==> src/rtl/exec_ctrl.sv <==
// Execution controller: gates the core with a per-microcycle clock enable.
// It provides halt, step, run and run-to-breakpoint control from a debounced pushbutton.
module exec_ctrl #(
  parameter int DEBOUNCE_LEN = 50000,
  parameter int CNT_W        = 16
) (
  input  logic             clk,
  input  logic             res,
  input  logic             button,
  input  logic [1:0]       mode,
  input  logic [7:0]       bp_addr,
  input  logic [7:0]       pc,
  input  logic             fetch,
  output logic             core_en,
  output logic             halted,
  output logic             bp_hit,
  output logic [CNT_W-1:0] insn_count
);

  localparam int DCNT_W = $clog2(DEBOUNCE_LEN);
  localparam logic [DCNT_W-1:0] DCNT_MAX = DCNT_W'(DEBOUNCE_LEN - 1);

  localparam logic [1:0] ST_HALT = 2'd0;
  localparam logic [1:0] ST_STEP = 2'd1;
  localparam logic [1:0] ST_RUN  = 2'd2;

  localparam logic [1:0] MODE_HALT = 2'b00;
  localparam logic [1:0] MODE_STEP = 2'b01;
  localparam logic [1:0] MODE_RUN  = 2'b10;
  localparam logic [1:0] MODE_BP   = 2'b11;

  logic              s1_q, s1_d, s2_q, s2_d;
  logic              db_q, db_d, db_prev_q, db_prev_d;
  logic [DCNT_W-1:0] dcnt_q, dcnt_d;
  logic [1:0]        state_q, state_d;
  logic              moved_q, moved_d;
  logic              bp_hit_q, bp_hit_d;
  logic [CNT_W-1:0]  cnt_q, cnt_d;

  logic btn_pulse;
  logic fetch_done;
  logic stop_bp;

  // NOTE: every signal assigned in an always_comb gets a default first, so no path can infer a latch.
  always_comb begin
    s1_d      = button;
    s2_d      = s1_q;
    db_prev_d = db_q;
    db_d      = db_q;
    dcnt_d    = '0;
    // The level flips only after DEBOUNCE_LEN consecutive disagreeing cycles.
    if (s2_q != db_q) begin
      if (dcnt_q == DCNT_MAX) db_d = s2_q;
      else                    dcnt_d = dcnt_q + DCNT_W'(1);
    end
  end

  assign btn_pulse  = db_q & ~db_prev_q;
  assign fetch_done = fetch & moved_q;
  assign stop_bp    = fetch_done & (pc == bp_addr) & (mode == MODE_BP);

  always_comb begin
    state_d  = state_q;
    bp_hit_d = bp_hit_q;
    moved_d  = moved_q;
    core_en  = 1'b0;
    unique case (state_q)
      ST_HALT: begin
        if (btn_pulse) begin
          unique case (mode)
            MODE_STEP: state_d = ST_STEP;
            MODE_RUN, MODE_BP: begin
              state_d  = ST_RUN;
              bp_hit_d = 1'b0;
            end
            MODE_HALT: state_d = ST_HALT;
          endcase
        end
      end
      ST_STEP: begin
        // Stop before the next instruction is latched.
        core_en = ~fetch_done;
        if (fetch_done) state_d = ST_HALT;
      end
      ST_RUN: begin
        core_en = ~stop_bp;
        if (stop_bp) begin
          state_d  = ST_HALT;
          bp_hit_d = 1'b1;
        end else if (btn_pulse) begin
          state_d = ST_HALT;
        end
      end
      default: state_d = ST_HALT;
    endcase
    if (res) core_en = 1'b0;
    if (core_en) moved_d = 1'b1;
    // A fresh start clears moved so a resume at the breakpoint address proceeds.
    if (state_q == ST_HALT && state_d != ST_HALT) moved_d = 1'b0;
  end

  always_comb begin
    cnt_d = cnt_q;
    if (core_en & fetch) cnt_d = cnt_q + CNT_W'(1);
  end

  // NOTE: sequential state uses non-blocking assignments so every flop samples pre-edge values.
  always_ff @(posedge clk) begin
    if (res) begin
      s1_q      <= 1'b0;
      s2_q      <= 1'b0;
      db_q      <= 1'b0;
      db_prev_q <= 1'b0;
      dcnt_q    <= '0;
      state_q   <= ST_HALT;
      moved_q   <= 1'b0;
      bp_hit_q  <= 1'b0;
      cnt_q     <= '0;
    end else begin
      s1_q      <= s1_d;
      s2_q      <= s2_d;
      db_q      <= db_d;
      db_prev_q <= db_prev_d;
      dcnt_q    <= dcnt_d;
      state_q   <= state_d;
      moved_q   <= moved_d;
      bp_hit_q  <= bp_hit_d;
      cnt_q     <= cnt_d;
    end
  end

  assign halted     = (state_q == ST_HALT);
  assign bp_hit     = bp_hit_q;
  assign insn_count = cnt_q;

endmodule

==> config.mk <==
export PLATFORM = sky130hd
export DESIGN_NAME = exec_ctrl
export DESIGN_NICKNAME = d
export VERILOG_FILES = /design/src/rtl/exec_ctrl.sv
export SDC_FILE = /design/constraint.sdc
export NUM_CORES = 1
export LEC_CHECK = 0
export BUFFER_PORTS_ARGS = -buffer_cell sky130_fd_sc_hd__clkbuf_2
export CAP_MARGIN = 20
export CORE_ASPECT_RATIO = 2
export CORE_MARGIN = 4
export CORE_UTILIZATION = 30
export CTS_CLUSTER_DIAMETER = 100
export DETAILED_ROUTE_END_ITERATION = 6
export PLACE_DENSITY = 0.49
export SETUP_SLACK_MARGIN = 0.02
export SLEW_MARGIN = 0
export SYNTH_ARGS = -nofsm -noshare
export SYNTH_HDL_FRONTEND = slang
export SYNTH_SLANG_ARGS = --single-unit
==> constraint.sdc <==
create_clock -name clk -period 3.52 [get_ports clk]
set_clock_uncertainty 0.2 [all_clocks]
set_input_delay 0 -clock clk [delete_from_list [all_inputs] [get_ports clk]]
set_output_delay 0 -clock clk [all_outputs]
set_load 0.02 [all_outputs]
==> key figures, run 1 <==
Worst setup path
  – Worst Path Arrival: ~2.3 ns
  – Slowest CP cell: or4_4
  – CP Capture Type: output port
  – WP data required: roughly 3.3 ns
  – Kind of cell adding the most delay to the critical path: simple AND/OR/NAND/NOR gates
  – Worst path max stage delay: roughly 0.6 ns
  – CP Cell Sequence: dlygate4sd3_1 -> clkbuf_2 -> nand4_1 -> or4_4 -> nor3_1 -> nor2_1 -> clkbuf_2
  – Critical path class: in -> out
  – Crit path depth: 7
  – Crit-path max FO: 6
  – Worst setup SP type: primary input
  – FF-to-FF path depth: 7
  – Most used cell, CP: clkbuf_2
  – Buf+Inv Stages, Crit Path: 3

Clock tree
  – Post-CTS setup buffers: 0
  – H-Tree Depth: 2
  – Max Buffers Root-to-Sink: 2
  – CTS tree: done
  – Skew-Pair Late Insertion Delay: approximately 0.29 ns
  – Post-CTS sizing: 0
  – Clock sink count: 40
  – Cts bufs inserted: 5
  – # hold bufs at CTS: 3
  – Reg clk slew, reported paths: 0.06 ns
  – Clk Tree Root Cell: clkbuf_16

STA
  – Worst Tran Pin Value: ~0.65 ns
  – Worst hold margin: ~0.05 ns
  – Final setup TNS: 0 ns
  – Final critical-path required period: ~2.5 ns
  – Highest Clock Rate: 0.4048 GHz
  – Slew HR: about 57%
  – Fin crit share: between 70% and 80%
  – Final Hold Violating Endpoints: 0
  – Final setup violating endpoints: 0
  – RSZ-0062 raised after global routing: false
  – Final-report max-slew violation count: 0

Global routing
  – Largest net degree at the start of global routing: 26
  – GRT overflow: 0
  – Initial antenna violation count: 0
  – Vias in the first global route: roughly 1,700
  – GRT Overall Usage: 12.88%
  – First-pass GRT wire length: about 7.9 mm

Routing
  – Vias: approximately 1,800
  – DRC violations left: 0
  – Drt pass-1 iters: 4
  – Drt wl/cell: 13.32 um
  – DRT Wirelength: ~4.8 mm
  – Number of nets with antenna violations after routing: 0
  – Avg Vias per Cell: between 4 and 5
  – DR iter-0 viols: slightly below 50

Pwr
  – Leakage Power: slightly above 0.9 nW
  – Power Dens Cells: approximately 400 nW/um^2
  – VDD IR-drop max: 0.2633 mV
  – Design Power: a little under 1 mW

Die
  – Core Area: between 6000 and 7000 um^2
  – I/O pin cnt: slightly above 40
  – Vert. Die Dim: 122.9 um
  – Initial core utilization: between 30% and 40%
  – DIE WIDTH: 65.46 um
  – Row count: 41
  – Die area: approximately 8000 um^2

Synthesis
  – Avg Cell Area, Syn: between 8 and 9 um^2
  – Syn_nets: 256
  – Synth unique cells: 40
  – Synth warnings: 0
  – Number of flops mapped to enable cells by yosys: 0
  – Synth Flop Type: dfxtp_1
  – Mapped Cells: between 200 and 250
  – Ys async rst share: 0%
  – Synth Cell Area: between 1500 and 2000 um^2
  – Yosys reg bits: 40
  – Seq/Total Area, Yosys: 40.43%

Status
  – Run status: completed

Finish
  – Final-layout fill cell count: around 710
  – # nets final: 301
  – Fin cells: 360
  – Ant. Diodes: 0
  – P&R area growth vs syn: 23.56%
  – Ratio of cells with drive above 1 in the final layout: 19.71%

Placement
  – Post-DP HPWL: 3.687 mm
  – PortBufs: 40
  – Gpl congestion: between 0.7 and 0.8
  – Placed instance count: roughly 350

Hold path
  – HP Class: in -> reg
  – Hold Path Depth: 2

Flow run
  – Count of maximum capacitance violations: 0
-- stage by stage --
step / util (%) / area (um^2) / setup WS [ns]
after floorplan: - / 1981 / 1.446
after global placement: 35.58 / 2263 / 1.248
after CTS: 38.47 / 2447 / 1.028
after detailed placement: 35.58 / 2263 / 1.227
after global routing: 38.47 / 2447 / 0.9466
final: 38.47 / 2447 / 1.049
-- final cells by class --
type | instances | area [um^2] | share of cell area (%)
timing repair buffer | 43 | 230.2 | 9.407
tap | 86 | 107.6 | 4.397
inverter | 7 | 26.28 | 1.074
clock inverter | 2 | 15.01 | 0.6135
multi-input combinational | 176 | 1129 | 46.11
sequential | 40 | 800.8 | 32.72
clock buffer | 6 | 138.9 | 5.675
-- placed cells by master, fill, tap and decap left out, types with 3 or more instances in the layout --
| master | synthesis | layout |
|---|---|---|
| o31ai_1 | 3 | 3 |
| nor2_1 | 28 | 28 |
| dfxtp_1 | 40 | 40 |
| xor2_1 | 10 | 10 |
| nand4_1 | 7 | 7 |
| clkbuf_16 | 0 | 5 |
| xnor2_1 | 14 | 14 |
| or4_1 | 4 | 4 |
| or3_1 | 7 | 7 |
| nand2_1 | 19 | 19 |
| inv_1 | 7 | 7 |
| dlygate4sd3_1 | 0 | 3 |
| nor2b_1 | 6 | 6 |
| nand3_1 | 8 | 8 |
| nor3_1 | 4 | 4 |
| and3_1 | 6 | 6 |
| clkbuf_2 | 1 | 40 |
| ha_1 | 6 | 6 |
| and2_1 | 3 | 3 |
| o21ai_0 | 9 | 9 |
| a21oi_1 | 16 | 16 |
| nand4b_1 | 6 | 6 |
-- report_power, final --
part,internal (mW),total (mW),switching [mW]
registers,0.454,0.455,0.000806
logic,0.0177,0.0366,0.0189
clock network,0.282,0.473,0.191
total,0.754,0.964,0.211
-- logic make-up (layout without fill, tap and decap cells) --
group | count (synthesis) | in the layout | share of synthesized area [%]
and+or+nand+nor | 106 | 106 | 28.81
DFF | 40 | 40 | 40.43
AOI/OAI and AO/OA | 38 | 38 | 12.76
xor gates and xnor gates | 24 | 24 | 10.61
buffers and inverters | 12 | 58 | 2.590
adders and majority gates | 6 | 6 | 3.790
muxes | 2 | 2 | 1.011
-- synth_stat cells, types with 2 or more instances --
master,number,area [um^2]
dfxtp_1,40,800.8
nor2_1,28,105.1
nand2_1,19,71.32
a21oi_1,16,80.08
xnor2_1,14,122.6
xor2_1,10,87.58
o21ai_0,9,45.04
nand3_1,8,40.04
inv_1,7,26.28
nand4_1,7,43.79
or3_1,7,43.79
and3_1,6,37.54
ha_1,6,75.07
nand4b_1,6,52.55
nor2b_1,6,37.54
nor3_1,4,20.02
or4_1,4,30.03
and2_1,3,18.77
o31ai_1,3,22.52
and4_1,2,17.52
clkbuf_1,2,7.510
mux2i_1,2,20.02
o41ai_1,2,17.52
-- state kept, by name, summed over array words and instances (netlist names) --
name and count:
state_q 2, dcnt_q 16, db_prev_q 1, bp_hit 1, s2_q 1, db_prev_d 1
s1_q 1, moved_q 1, insn_count 16
-- metal layers --
layer  wire length (um)  global-route usage, %  share of wire [%]  vias up
met5                  0                      0                  0        -
met4                107                  5.455                2.2        0
met3                179                  3.273                3.7        9
met2               2798                  24.95                 58       27
met1               1709                  12.38                 36      829
li1                   -                      -                  -      893
-- path summary, 6_finish.rpt --
check                             start                         end  slack (ns)
setup / recovery                mode[1]                     core_en        1.05
hold reg to reg         s1_q$_SDFF_PP0_             s2_q$_SDFF_PP0_        0.24
setup reg to reg  state_q[0]$_SDFF_PP0_  insn_count[6]$_SDFFE_PP0P_        1.25
hold / removal                      res  insn_count[0]$_SDFFE_PP0P_        0.05
(Power assumes the default switching activity.)
==> run 2: changes to the inputs <==
clock period = 2.5 ns   (was 3.52 ns; I/O delays follow)
==> key figures, run 2 (synthesis results as in run 1) <==
Routing
  – Number of nets with antenna violations after routing: 0 (unchanged)
  – Drt wl/cell: 13.52 um (+1.5%)
  – Avg Vias per Cell: 4.879 (about the same)
  – DRC violations left: 0 (unchanged)
  – DRT Wirelength: 4.933 mm (+2.9%)
  – Vias: 1,781 (+1.3%)
  – Drt pass-1 iters: 4 (unchanged)
  – DR iter-0 viols: 43 (-12%)

Pwr
  – Power Dens Cells: 563.9 nW/um^2 (+43%)
  – VDD IR-drop max: 0.4524 mV (+72%)
  – Leakage Power: 0.9653 nW (+5.2%)

Worst setup path
  – CP Capture Type: flip-flop
  – WP data required: 2.52 ns (-0.80 ns)
  – Worst setup SP type: flip-flop
  – Worst Path Arrival: 2.29 ns (+0.02 ns)
  – FF-to-FF setup slack: 0.23 ns (-1.02 ns)
  – FF-to-FF path depth: 8 (+1)
  – Origin of the critical flop-to-flop path: state_q[0]$_SDFF_PP0_
  – Critical path class: reg -> reg
  – Crit-path max FO: 19 (+13)
  – R2R Path End: insn_count[10]$_SDFFE_PP0P_

STA
  – Final setup violating endpoints: 0 (unchanged)
  – Slew HR: 62.67% (+6.1 points)
  – Final Hold Violating Endpoints: 2 (+2)
  – Fin crit share: 90.84%
  – Final critical-path required period: about 2.3 ns
  – Final setup TNS: 0 ns (unchanged)
  – Worst Tran Pin Value: 0.5541 ns (-0.09295 ns)
  – Final-report max-slew violation count: 0 (unchanged)
  – Highest Clock Rate: 0.4403 GHz
  – RSZ-0062 raised after global routing: false
  – Worst hold margin: -0.003939 ns (-0.05417 ns)

Clock tree
  – Cts bufs inserted: 5 (unchanged)
  – Clock sink count: 40 (unchanged)
  – CTS tree: done
  – Max Buffers Root-to-Sink: 2 (unchanged)
  – H-Tree Depth: 2 (unchanged)
  – Clk Tree Root Cell: clkbuf_16
  – Skew-Pair Late Insertion Delay: 0.28 ns (about the same)
  – Reg clk slew, reported paths: 0.06 ns (about the same)
  – Post-CTS sizing: 0 (unchanged)

Status
  – Run status: complete, but fails checks
  – Failing checks: hold timing

Placement
  – PortBufs: 40 (unchanged)
  – Post-DP HPWL: 3.892 mm (+5.6%)
  – Gpl congestion: 0.7317 (-0.44%)

Global routing
  – First-pass GRT wire length: 8.197 mm (+3.8%)
  – GRT overflow: 0 (unchanged)
  – GRT Overall Usage: 13.22% (+0.34 points)
  – Initial antenna violation count: 0 (unchanged)
  – Largest net degree at the start of global routing: 25 (-3.8%)
  – Vias in the first global route: 1,777 (+3.5%)

Finish
  – Ant. Diodes: 0 (unchanged)
  – # nets final: 306 (+1.7%)
  – Commonest cells after routing, fill and taps aside: 40 x dfxtp_1, 40 x clkbuf_2, 28 x nor2_1, 19 x nand2_1, 16 x a21oi_1
  – Multi-input gate area: 1129 um^2 (unchanged)
  – Final-layout fill cell count: 707 (-0.98%)
  – P&R area growth vs syn: 27.29%
  – Reg area: 800.8 um^2 (unchanged)
  – Ratio of cells with drive above 1 in the final layout: 21.51% (+1.8 points)

Die
  – I/O pin cnt: 41 (unchanged)
  – Die area: 8045 um^2 (unchanged)
  – Row count: 41 (unchanged)
  – Vert. Die Dim: 122.9 um (unchanged)
  – DIE WIDTH: 65.46 um (unchanged)
  – Initial core utilization: 31.14% (unchanged)
  – Core Area: 6361 um^2 (unchanged)

Hold path
  – Worst Hold Endpoint: s2_q$_SDFF_PP0_
  – Hold Crit Start: res
  – Hold Path Depth: 3 (+1)
  – HP Class: in -> reg

Flow run
  – Count of maximum capacitance violations: 0 (unchanged)
-- run 2: changes by cell type in the layout (fill, tap and decap cells not counted), sizes merged --
| cell | before | now |
|---|---|---|
| clkbuf | 46 | 45 |
| bufinv | 0 | 1 |
| clkinvlp | 2 | 1 |
| dlygate4sd3 | 3 | 2 |
| clkinv | 0 | 1 |
| buf | 0 | 6 |
-- run 2: stage by stage --
step,utilization (%),cells,power (mW),worst slack (ns),cell area (um^2)
6_report,39.63,365,1.422,0.2290,2521
3_5_place_dp,36.37,354,0.7075,0.2382,2313
3_3_place_gp,36.37,354,0.7069,0.2303,2313
5_1_grt,39.63,365,1.476,0.08911,2521
4_1_cts,39.32,364,1.444,0.1963,2501
2_1_floorplan,-,228,0.6781,0.4264,1981
-- run 2: worst max path at each step --
stage | start | to | slack, ns | cells past startpoint
finish | state_q[0]$_SDFF_PP0_ | insn_count[10]$_SDFFE_PP0P_ | 0.23 | 8
global route | state_q[0]$_SDFF_PP0_ | insn_count[10]$_SDFFE_PP0P_ | 0.09 | 8
CTS | mode[1] | insn_count[3]$_SDFFE_PP0P_ | 0.20 | 7
detailed placement | moved_q$_SDFFE_PP0P_ | insn_count[3]$_SDFFE_PP0P_ | 0.24 | 5
global placement | moved_q$_SDFFE_PP0P_ | state_q[1]$_SDFF_PP0_ | 0.23 | 5
floorplan | moved_q$_SDFFE_PP0P_ | state_q[1]$_SDFF_PP0_ | 0.43 | 5
-- run 2: area by class of cell --
type                    instances  area share, %
flip-flops and latches         40          31.76
multi-input cells             176          44.76
inverters                       7          1.042
repair buffers                 48          11.51
well taps                      86          4.268
clock buffers                   5          4.963
clock inverters                 3          1.687
-- run 2: report_power, final --
part / internal, mW / total [mW] / switching (mW) / leakage (nW)
combinational: 0.0266 / 0.0541 / 0.0275 / 0.563
clock: 0.469 / 0.727 / 0.259 / 0.0798
sequential: 0.639 / 0.640 / 0.00104 / 0.323
-- run 2: repair_timing --
item / in CTS / in global routing
buffers inserted: 0 / 1
endpoints found under the hold margin: 3 / 0
hold buffers: 2 / 0
setup endpoints to repair: 0 / 1
-- run 2: routing by layer --
layer / part of all wire, % / routed length [um] / track usage [%] / vias to the layer above
met5: 0 / 0 / 0 / -
met4: 3.5 / 172 / 6.883 / 0
met2: 58 / 2875 / 25.65 / 27
met3: 2.9 / 145 / 2.182 / 10
met1: 35 / 1740 / 12.84 / 836
li1: - / - / - / 908
-- run 2: critical path, stage by stage (launching register included) --
cell	delay, ns
dfxtp_1	0.39
inv_1	0.08
ha_1	0.27
nor2b_1	0.15
o211a_1	0.22
o31ai_4	0.09
buf_12	0.16
or4_1	0.50
a21oi_1	0.14
==> run 3: changes to the inputs <==
PLACE_DENSITY = default   (was 0.49)
PLACE_DENSITY_LB_ADDON = 0.15   (was default)
==> key figures, run 3 (synthesis results as in run 1) <==
Global routing
  – GRT overflow: 0 (unchanged)
  – Initial antenna violation count: 0 (unchanged)
  – Largest net degree at the start of global routing: 25 (unchanged)
  – First-pass GRT wire length: 8.059 mm (-1.7%)
  – GRT Overall Usage: 13.05% (-0.17 points)
  – Vias in the first global route: 1,756 (-1.2%)

Worst setup path
  – FF-to-FF setup slack: 0.20 ns (-0.03 ns)
  – Critical Path End: insn_count[6]$_SDFFE_PP0P_
  – FF-to-FF path depth: 8 (unchanged)
  – Worst setup path startpoint: state_q[0]$_SDFF_PP0_
  – Worst path max stage delay: 0.50 ns (about the same)
  – Worst Path Arrival: 2.32 ns (+0.03 ns)
  – Slowest CP cell: or4_1
  – CP Cell Sequence: inv_1 -> ha_1 -> nor2b_1 -> o211a_1 -> o31ai_4 -> buf_12 -> or4_1 -> a21oi_1
  – WP data required: 2.51 ns (about the same)
  – Critical path class: reg -> reg
  – CP Capture Type: flip-flop
  – Crit-path max FO: 19 (unchanged)
  – Origin of the critical flop-to-flop path: state_q[0]$_SDFF_PP0_
  – Worst setup SP type: flip-flop
  – R2R Path End: insn_count[6]$_SDFFE_PP0P_

Clock tree
  – Clk Tree Root Cell: clkbuf_16
  – Reg clk slew, reported paths: 0.06 ns (about the same)
  – Post-CTS sizing: 0 (unchanged)
  – Clock sink count: 40 (unchanged)
  – H-Tree Depth: 2 (unchanged)
  – Max Buffers Root-to-Sink: 2 (unchanged)
  – CTS tree: done
  – Skew-Pair Late Insertion Delay: 0.28 ns (about the same)
  – Cts bufs inserted: 5 (unchanged)

Pwr
  – Design Power: 1.302 mW (-8.4%)
  – Leakage Power: 0.9554 nW (-1.0%)
  – Power Dens Cells: 520.4 nW/um^2 (-7.7%)
  – VDD IR-drop max: 0.3083 mV (-32%)

STA
  – Fin crit share: 92.09% (+1.3 points)
  – Final setup violating endpoints: 0 (unchanged)
  – RSZ-0062 raised after global routing: false
  – Final critical-path required period: 2.302 ns (+0.03130 ns)
  – Final setup margin: 0.1977 ns (-0.03130 ns)
  – Highest Clock Rate: 0.4343 GHz (-1.4%)
  – Slew HR: 62.84% (+0.16 points)
  – Final setup TNS: 0 ns (unchanged)
  – Final Hold Violating Endpoints: 0 (-2)
  – Final-report max-slew violation count: 0 (unchanged)
  – Worst Tran Pin Value: 0.5516 ns (-0.002441 ns)
  – Worst hold margin: 0.003836 ns (+0.007775 ns)

Die
  – Die area: 8045 um^2 (unchanged)
  – Initial core utilization: 31.14% (unchanged)
  – Vert. Die Dim: 122.9 um (unchanged)
  – Row count: 41 (unchanged)
  – DIE WIDTH: 65.46 um (unchanged)
  – I/O pin cnt: 41 (unchanged)
  – Core Area: 6361 um^2 (unchanged)

Finish
  – Fin cells: 365 (unchanged)
  – P&R area growth vs syn: 26.28%
  – Final-layout fill cell count: 693 (-2.0%)
  – Final instance area: 2501 um^2 (-0.79%)
  – Final Core Density: 39.32% (-0.31 points)
  – # nets final: 307 (+0.33%)
  – Ant. Diodes: 0 (unchanged)
  – Commonest cells after routing, fill and taps aside: 40 x dfxtp_1, 40 x clkbuf_2, 28 x nor2_1, 19 x nand2_1, 16 x a21oi_1
  – Ratio of cells with drive above 1 in the final layout: 21.15% (-0.36 points)

Routing
  – DRT Wirelength: 4.889 mm (-0.89%)
  – Vias: 1,765 (-0.90%)
  – Number of nets with antenna violations after routing: 0 (unchanged)
  – DR iter-0 viols: 68 (+58%)
  – Drt wl/cell: 13.39 um (-0.89%)
  – DRC violations left: 0 (unchanged)
  – Avg Vias per Cell: 4.836 (-0.90%)
  – Drt pass-1 iters: 4 (unchanged)

Placement
  – PortBufs: 40 (unchanged)
  – Post-DP HPWL: 3.813 mm (-2.0%)
  – Dpl ws: 0.2097 ns (-0.02856 ns)
  – Gpl congestion: 0.7327 (+0.14%)
  – Area after DPL: 2313 um^2 (unchanged)
  – Placed instance count: 354 (unchanged)

Hold path
  – HP Class: in -> reg

Flow run
  – Count of maximum capacitance violations: 0 (unchanged)

Status
  – Run status: completed
-- run 3: what timing repair did --
item,CTS,global route
hold buffers,3,0
hold endpoints to repair,4,0
setup buffers,0,1
endpoints found under the setup margin,0,3
-- run 3: how the worst min path moves through the flow --
stage | startpoint | end | slack [ns] | cells past startpoint
after floorplan | button | s1_q$_SDFF_PP0_ | -0.07 | 1
after global placement | button | s1_q$_SDFF_PP0_ | 0.05 | 2
after detailed placement | button | s1_q$_SDFF_PP0_ | 0.05 | 2
after CTS | res | insn_count[0]$_SDFFE_PP0P_ | 0.006 | 3
after global routing | res | db_prev_q$_SDFF_PP0_ | 0.02 | 3
final | res | db_prev_d$_SDFFE_PP0P_ | 0.004 | 3
-- run 3: power by group --
part	total (mW)	switching (mW)	internal, mW	leakage (nW)
Sequential	0.640	0.000972	0.639	0.323
Clock	0.606	0.245	0.362	0.0657
Combinational	0.0549	0.0273	0.0276	0.567
Total	1.30	0.273	1.03	0.955
-- run 3: cell type report --
cell class | instances | area (um^2) | area share, %
clock buffer | 5 | 125.1 | 5.002
timing repair buffer | 49 | 300.3 | 12.01
sequential | 40 | 800.8 | 32.02
inverter | 7 | 26.28 | 1.051
multi-input combinational | 176 | 1129 | 45.12
tap | 86 | 107.6 | 4.302
clock inverter | 2 | 12.51 | 0.5002
-- run 3: critical path, delay by kind of cell, from the launching register on --
family,cells,cell delay (ns)
simple gates,2,0.67
compound gates,3,0.46
flops,1,0.38
fa+ha+maj,1,0.27
buf+inv,2,0.24
-- run 3: per-layer routing --
| layer | up-vias | GRT usage [%] | wire length (um) | share of wire (%) |
|---|---|---|---|---|
| li1 | 906 | - | - | - |
| met1 | 828 | 12.83 | 1776 | 36 |
| met2 | 23 | 25.27 | 2863 | 59 |
| met3 | 8 | 3.091 | 152 | 3.1 |
| met4 | 0 | 5.195 | 97 | 2.0 |
| met5 | - | 0 | 0 | 0 |
